--- config.mk ---
export PLATFORM = sky130hd
export DESIGN_NAME = sha256_top
export DESIGN_NICKNAME = d
export VERILOG_FILES = /design/src/rtl/sha256_top.sv
export SDC_FILE = /design/constraint.sdc
export NUM_CORES = 2
export LEC_CHECK = 0
export CELL_PAD_IN_SITES_DETAIL_PLACEMENT = 2
export CELL_PAD_IN_SITES_GLOBAL_PLACEMENT = 2
export CORE_MARGIN = 3
export CORE_UTILIZATION = 35
export CTS_CLUSTER_SIZE = 12
export DETAILED_ROUTE_END_ITERATION = 10
export HOLD_SLACK_MARGIN = 0.15
export PLACE_DENSITY_LB_ADDON = 0.1
export SLEW_MARGIN = 5
export SYNTH_ARGS = -nofsm -noshare
export SYNTH_HDL_FRONTEND = slang
export SYNTH_SLANG_ARGS = --single-unit
--- constraint.sdc ---
create_clock -name clk -period 8.1 [get_ports clk]
set_input_delay 0.81 -clock clk [delete_from_list [all_inputs] [get_ports clk]]
set_output_delay 0.81 -clock clk [all_outputs]
set_load 0.1 [all_outputs]
--- src/rtl/sha256_top.sv ---
// SHA-256 streaming hash core: 32-bit big-endian words in, 256-bit digest out; optional SHA256_DIGEST_CLEAR_EN zeroes s_data outside s_valid.
// Latency: per 512-bit block 65 cycles (64 rounds + H update); final digest one cycle after the last H update, with padding slots one per cycle.
// Backpressure: m_ready is registered, high only while loading (IDLE/LOAD); words offered while m_ready=0 are ignored.
module sha256_top (
    input  logic         clk,
    input  logic         reset_n,
    input  logic         m_valid,
    input  logic [31:0]  m_data,
    input  logic         m_last,
    input  logic [1:0]   m_last_sz,
    output logic         m_ready,
    output logic         s_valid,
    output logic [255:0] s_data
);

    typedef enum logic [2:0] {
        ST_IDLE     = 3'd0,
        ST_LOAD     = 3'd1,
        ST_PAD      = 3'd2,
        ST_COMPRESS = 3'd3,
        ST_DONE     = 3'd4
    } state_t;

    localparam logic [31:0] IV [0:7] = '{
        32'h6a09e667, 32'hbb67ae85, 32'h3c6ef372, 32'ha54ff53a,
        32'h510e527f, 32'h9b05688c, 32'h1f83d9ab, 32'h5be0cd19
    };

    localparam logic [31:0] K_TAB [0:63] = '{
        32'h428a2f98, 32'h71374491, 32'hb5c0fbcf, 32'he9b5dba5, 32'h3956c25b, 32'h59f111f1, 32'h923f82a4, 32'hab1c5ed5,
        32'hd807aa98, 32'h12835b01, 32'h243185be, 32'h550c7dc3, 32'h72be5d74, 32'h80deb1fe, 32'h9bdc06a7, 32'hc19bf174,
        32'he49b69c1, 32'hefbe4786, 32'h0fc19dc6, 32'h240ca1cc, 32'h2de92c6f, 32'h4a7484aa, 32'h5cb0a9dc, 32'h76f988da,
        32'h983e5152, 32'ha831c66d, 32'hb00327c8, 32'hbf597fc7, 32'hc6e00bf3, 32'hd5a79147, 32'h06ca6351, 32'h14292967,
        32'h27b70a85, 32'h2e1b2138, 32'h4d2c6dfc, 32'h53380d13, 32'h650a7354, 32'h766a0abb, 32'h81c2c92e, 32'h92722c85,
        32'ha2bfe8a1, 32'ha81a664b, 32'hc24b8b70, 32'hc76c51a3, 32'hd192e819, 32'hd6990624, 32'hf40e3585, 32'h106aa070,
        32'h19a4c116, 32'h1e376c08, 32'h2748774c, 32'h34b0bcb5, 32'h391c0cb3, 32'h4ed8aa4a, 32'h5b9cca4f, 32'h682e6ff3,
        32'h748f82ee, 32'h78a5636f, 32'h84c87814, 32'h8cc70208, 32'h90befffa, 32'ha4506ceb, 32'hbef9a3f7, 32'hc67178f2
    };

    function automatic logic [31:0] rotr(input logic [31:0] x, input int n);
        return (x >> n) | (x << (32 - n));
    endfunction

    state_t       state_q;
    logic         ready_q;
    logic         s_valid_q;
    logic [255:0] digest_q;
    logic [31:0]  h_q [0:7];      // running hash value
    logic [31:0]  v_q [0:7];      // working variables a..h
    logic [31:0]  w_q [0:15];     // block buffer / schedule window, oldest word in w_q[0]
    logic [3:0]   widx_q;         // word slot of the block being filled
    logic [63:0]  bitlen_q;       // message length in bits
    logic [6:0]   rnd_q;          // 0..63 rounds, 64 = H update
    logic         last_seen_q;    // final message word has been accepted
    logic         pad80_q;        // 0x80 marker already placed
    logic         len_mode_q;     // this block carries the length in words 14-15
    logic         final_q;        // block being compressed is the last one

    logic         accept_d;
    logic [2:0]   nbytes_d;
    logic [31:0]  in_word_d;
    logic [31:0]  pad_word_d;
    logic [31:0]  w_new_d;
    logic [31:0]  t1_d;
    logic [31:0]  t2_d;
    logic [31:0]  sum_d [0:7];

    // Input word formatting, padding word selection, schedule and round arithmetic
    always_comb begin
        accept_d = m_valid && ready_q;
        nbytes_d = m_last ? ({1'b0, m_last_sz} + 3'd1) : 3'd4;
        in_word_d = m_data;
        if (m_last) begin
            case (m_last_sz)
                2'd0:    in_word_d = {m_data[31:24], 24'h800000};
                2'd1:    in_word_d = {m_data[31:16], 16'h8000};
                2'd2:    in_word_d = {m_data[31:8], 8'h80};
                default: in_word_d = m_data;
            endcase
        end

        pad_word_d = 32'h0;
        if (!pad80_q)
            pad_word_d = 32'h80000000;
        else if (widx_q == 4'd14)
            pad_word_d = bitlen_q[63:32];
        else if (widx_q == 4'd15 && len_mode_q)
            pad_word_d = bitlen_q[31:0];

        w_new_d = (rotr(w_q[14], 17) ^ rotr(w_q[14], 19) ^ (w_q[14] >> 10))
                + w_q[9]
                + (rotr(w_q[1], 7) ^ rotr(w_q[1], 18) ^ (w_q[1] >> 3))
                + w_q[0];

        t1_d = v_q[7]
             + (rotr(v_q[4], 6) ^ rotr(v_q[4], 11) ^ rotr(v_q[4], 25))
             + ((v_q[4] & v_q[5]) ^ (~v_q[4] & v_q[6]))
             + K_TAB[rnd_q[5:0]]
             + w_q[0];
        t2_d = (rotr(v_q[0], 2) ^ rotr(v_q[0], 13) ^ rotr(v_q[0], 22))
             + ((v_q[0] & v_q[1]) ^ (v_q[0] & v_q[2]) ^ (v_q[1] & v_q[2]));

        for (int i = 0; i < 8; i++) sum_d[i] = h_q[i] + v_q[i];
    end

    // Control FSM plus block buffer, round engine and hash state
    always_ff @(posedge clk or negedge reset_n) begin
        if (!reset_n) begin
            state_q     <= ST_IDLE;
            ready_q     <= 1'b0;
            s_valid_q   <= 1'b0;
            digest_q    <= '0;
            widx_q      <= '0;
            bitlen_q    <= '0;
            rnd_q       <= '0;
            last_seen_q <= 1'b0;
            pad80_q     <= 1'b0;
            len_mode_q  <= 1'b0;
            final_q     <= 1'b0;
            for (int i = 0; i < 8; i++) begin
                h_q[i] <= IV[i];
                v_q[i] <= '0;
            end
            for (int i = 0; i < 16; i++) w_q[i] <= '0;
        end else begin
            s_valid_q <= 1'b0;
            case (state_q)
                ST_IDLE, ST_LOAD: begin
                    ready_q <= 1'b1;
                    if (accept_d) begin
                        for (int i = 0; i < 15; i++) w_q[i] <= w_q[i+1];
                        w_q[15]  <= in_word_d;
                        widx_q   <= widx_q + 4'd1;
                        bitlen_q <= bitlen_q + {58'd0, nbytes_d, 3'b000};
                        if (m_last) begin
                            last_seen_q <= 1'b1;
                            if (nbytes_d != 3'd4) pad80_q <= 1'b1;
                        end
                        if (widx_q == 4'd15) begin
                            state_q <= ST_COMPRESS;
                            ready_q <= 1'b0;
                            rnd_q   <= '0;
                            for (int i = 0; i < 8; i++) v_q[i] <= h_q[i];
                        end else if (m_last) begin
                            state_q <= ST_PAD;
                            ready_q <= 1'b0;
                        end else begin
                            state_q <= ST_LOAD;
                        end
                    end
                end
                ST_PAD: begin
                    for (int i = 0; i < 15; i++) w_q[i] <= w_q[i+1];
                    w_q[15] <= pad_word_d;
                    widx_q  <= widx_q + 4'd1;
                    if (!pad80_q) pad80_q <= 1'b1;
                    else if (widx_q == 4'd14) len_mode_q <= 1'b1;
                    if (widx_q == 4'd15) begin
                        final_q <= len_mode_q;
                        state_q <= ST_COMPRESS;
                        rnd_q   <= '0;
                        for (int i = 0; i < 8; i++) v_q[i] <= h_q[i];
                    end
                end
                ST_COMPRESS: begin
                    if (rnd_q != 7'd64) begin
                        v_q[7] <= v_q[6];
                        v_q[6] <= v_q[5];
                        v_q[5] <= v_q[4];
                        v_q[4] <= v_q[3] + t1_d;
                        v_q[3] <= v_q[2];
                        v_q[2] <= v_q[1];
                        v_q[1] <= v_q[0];
                        v_q[0] <= t1_d + t2_d;
                        for (int i = 0; i < 15; i++) w_q[i] <= w_q[i+1];
                        w_q[15] <= w_new_d;
                        rnd_q   <= rnd_q + 7'd1;
                    end else begin
                        for (int i = 0; i < 8; i++) h_q[i] <= sum_d[i];
                        if (final_q) begin
                            state_q   <= ST_DONE;
                            s_valid_q <= 1'b1;
                            digest_q  <= {sum_d[0], sum_d[1], sum_d[2], sum_d[3],
                                          sum_d[4], sum_d[5], sum_d[6], sum_d[7]};
                        end else if (last_seen_q) begin
                            state_q <= ST_PAD;
                        end else begin
                            state_q <= ST_LOAD;
                            ready_q <= 1'b1;
                        end
                    end
                end
                ST_DONE: begin
                    // Fresh start for the next message: IV, empty counters and flags
                    for (int i = 0; i < 8; i++) h_q[i] <= IV[i];
                    widx_q      <= '0;
                    bitlen_q    <= '0;
                    rnd_q       <= '0;
                    last_seen_q <= 1'b0;
                    pad80_q     <= 1'b0;
                    len_mode_q  <= 1'b0;
                    final_q     <= 1'b0;
                    ready_q     <= 1'b1;
                    state_q     <= ST_IDLE;
                end
                default: begin
                    state_q <= ST_IDLE;
                    ready_q <= 1'b0;
                end
            endcase
        end
    end

    assign m_ready = ready_q;
    assign s_valid = s_valid_q;
`ifdef SHA256_DIGEST_CLEAR_EN
    assign s_data = s_valid_q ? digest_q : 256'd0;
`else
    assign s_data = digest_q;
`endif

endmodule

==> metrics.cfg <==
[outcome]
status = complete, no violations

[global_route]
grt_use_total_pct = 29.7
grt_max_degree = 224
overflow = 0
antenna_found_initial = 13
grt_pass1_vias = 79500
grt_pass1_wl_mm = 543

[power_and_ir_drop]
ir_drop_mv = 0.181
powerDensity_nw_per_um2 = 156
leakagePower_nw = 45.7

[clocking]
numCtsBuffers = 168
clk_path_buf_depth = 3
clock_latency_ns = 0.86
cts_setup_buffers = 0
clk_pin_slew_ns = 0.06
clockRootBuffer = clkbuf_16
cts_tree = done
h-tree-depth = 4
cts.sink_count = 1361

[run]
cap_violations = 0

[final_layout]
fin_nets = 10600
stdcell_count = 13200
layout-drive-gt1-share_pct = 9.18
area_delta_synth_final_pct = 16.8
fin_area_sq_um = 96300

[worst_setup_path]
worst-r2r-setup-slack_ns = 0.44
cpPeakStageDelay_ns = 0.56
critPathBufInv = 3
cp_max_fo = 3
cp.depth = 31
r2r_start = v_q[122]
endpoint_kind = register
r2r_cells = 31
r2r-end = v_q[247]
cpMaxStageDelayCell = fa_1
start_kind = register
critPathTopFamily = compound AO/OA/AOI/OAI gates
criticalPathCategory = reg -> reg
crit_arrival_ns = 8.35
cp.required_ns = 8.79

[synth]
synth-edff-count = 0
synthDistinctLibCells = 103
muxShareOfSynthArea_pct = 0.751
yosys_most_used_dff = dfrtp_1
synth_top_family_by_area = simple AND/OR/NAND/NOR gates
synth.net_count = 10300
synth_cells = 9668
yosys.area_share.simple_pct = 18.5
yosys_register_bits = 1361
synthXorXnorAreaFrac_pct = 6.85
synth_compound_gate_area_share_pct = 16.6
async_flop_share_pct = 100
yosys_warnings = 0
syn_area_per_cell_sq_um = 8.53
netlist_area_sq_um = 82500
synthAdderAreaFrac_pct = 10.9
seq_area_frac_synth_pct = 41.5

[place]
dp_hpwl_mm = 273
dp_cells = 12900
preCtsSetupSlack_ns = 0.254
port_buffers = 295
place_area_sq_um = 90300
place.gp.congestion = 0.937

[drt]
route.detailed.drc = 0
num_vias = 73200
first_pass_iters = 5
wire_per_inst_microns = 27.5
drtIter0Drc = 4959
wl_mm = 363
ant_nets = 0
vias_per_cell = 5.53

[sta]
worstMarginPinSlew_ns = 1.35
finalWorstSetupSlack_ns = 0.443
setup_violations = 0
finalCritPeriodShare_pct = 94.5
fmax_ghz = 0.131
drv_slew = 0
clock_skew_ns = 0.0711
period_minus_slack_ns = 7.66
hold_viol_final = 0
rsz0062_at_grt = true
slew_headroom_pct = 9.58

[floorplan]
fp.dieW_microns = 491
num_rows = 177
ios = 296
die_y_microns = 491
start_util_pct = 35.3
dieArea_sq_um = 241000
core-area_sq_um = 233000

[hold_path]
min_delay_worst_endpoint = w_q[475]
hp-class = reg -> reg
min_path_cells = 2
hp-start = w_q[443]

==> repair_timing <==
action	CTS	global route
hold endpoints to repair	89	0
hold buffers	1	0
endpoints found under the setup margin	0	16
gates resized for setup	0	13
==> worst max-delay path by stage <==
stage | startpoint | end | slack [ns]
global placement | rnd_q[1] | v_q[255] | 0.43
floorplan | rnd_q[2] | v_q[247] | 0.48
CTS | rnd_q[0] | v_q[253] | 0.19
global route | rnd_q[0] | v_q[247] | -0.06
finish | v_q[122] | v_q[247] | 0.44
detailed placement | rnd_q[0] | v_q[253] | 0.25
==> layout make-up <==
class                           count  area [sq um]
Clock inverter                     73          1070
Inverter                          491          1850
Clock buffer                      242          4820
Multi-Input combinational cell   7242         44300
Fill cell                       25800        137000
Tap cell                         3132          3920
Timing Repair Buffer              679          6120
Antenna cell                        9          22.5
Sequential cell                  1361         34200
==> cells in the final DEF (no fill, tap or decap), types with 40 or more instances in the layout <==
cell type        netlist  layout
buf_4                  1     363
nand2_1             2437    2435
fa_1                 196     196
dfstp_2              136     136
a31oi_1              260     259
and3_1                60      60
dfrtp_1             1225    1223
clkbuf_1             472      40
xnor2_1              361     361
clkdlybuf4s50_1        0     292
nor2_1               570     565
o21bai_1              44      44
a21oi_1              442     440
ha_1                 402     400
nand3_1              218     218
a211oi_1              45      45
o21a_1                60      60
inv_1                489     488
xor2_1               280     280
a21o_1               193     193
clkbuf_16              0     168
nand2b_1              75      75
nor2b_1               47      47
nor3_1                82      80
o21ai_0              884     882
==> synthesized netlist by cell type (47+ instances only) <==
| library cell | count | share of area [%] |
|---|---|---|
| nor2_1 | 570 | 2.6 |
| fa_1 | 196 | 4.8 |
| xor2_1 | 280 | 3.0 |
| clkbuf_1 | 472 | 2.1 |
| nand2_1 | 2437 | 11 |
| dfrtp_1 | 1225 | 37 |
| and3_1 | 60 | 0.46 |
| buf_2 | 68 | 0.41 |
| a31oi_1 | 260 | 2.0 |
| o21a_1 | 60 | 0.55 |
| inv_1 | 489 | 2.2 |
| o21ai_0 | 884 | 5.4 |
| ha_1 | 402 | 6.1 |
| xnor2_1 | 361 | 3.8 |
| a21oi_1 | 442 | 2.7 |
| a21o_1 | 193 | 1.8 |
| nand3_1 | 218 | 1.3 |
| nor2b_1 | 47 | 0.36 |
| dfstp_2 | 136 | 4.3 |
| nor3_1 | 82 | 0.50 |
| nand2b_1 | 75 | 0.57 |
==> through the flow <==
stage / total power [W] / util, % / setup TNS (ns) / hold WS, ns
2_1_floorplan: 0.00693 / - / 0 / 0.433
4_1_cts: 0.0152 / 41.2 / 0 / 0.451
6_report: 0.0150 / 41.3 / 0 / 0.453
5_1_grt: 0.0155 / 41.3 / -0.119 / 0.482
3_5_place_dp: 0.00712 / 38.7 / 0 / 0.454
3_3_place_gp: 0.00712 / 38.7 / 0 / 0.446
==> kinds of logic (layout without fill, tap and decap cells) <==
group                      count (synthesis)  in the layout
muxes                                     52             52
other                                      0              9
adders and majority gates                601            601
buffers and inverters                   1065           1485
xor gates and xnor gates                 643            643
DFF                                     1361           1361
AOI/OAI and AO/OA                       2267           2267
and+or+nand+nor                         3679           3679
==> flip-flops by register name, indices dropped and copies added (netlist names), 3 cells and up <==
| register | cells |
|---|---|
| rnd_q | 7 |
| v_q | 256 |
| s_data | 256 |
| h_q | 256 |
| widx_q | 4 |
| bitlen_q | 61 |
| w_q | 512 |
| state_q | 3 |
==> where the power goes <==
part	switching [W]	internal, W
sequential	0	0.00680
combinational	0.000156	0.0000296
clock	0.00338	0.00465
==> metal layers <==
layer | vias to the layer above | wire length [microns] | global-route usage [%]
met5 | - | 0 | 0
met4 | 0 | 13400 | 9.74
met3 | 443 | 13900 | 3.55
met2 | 1383 | 166000 | 47.6
met1 | 38400 | 169000 | 41.6
li1 | 32900 | - | -
==> worst min-delay path, cell delays in order (launching register included) <==
cell	delay (ns)
dfrtp_1	0.34
nand2_1	0.05
nand2_1	0.05
(Power assumes the default switching activity.)
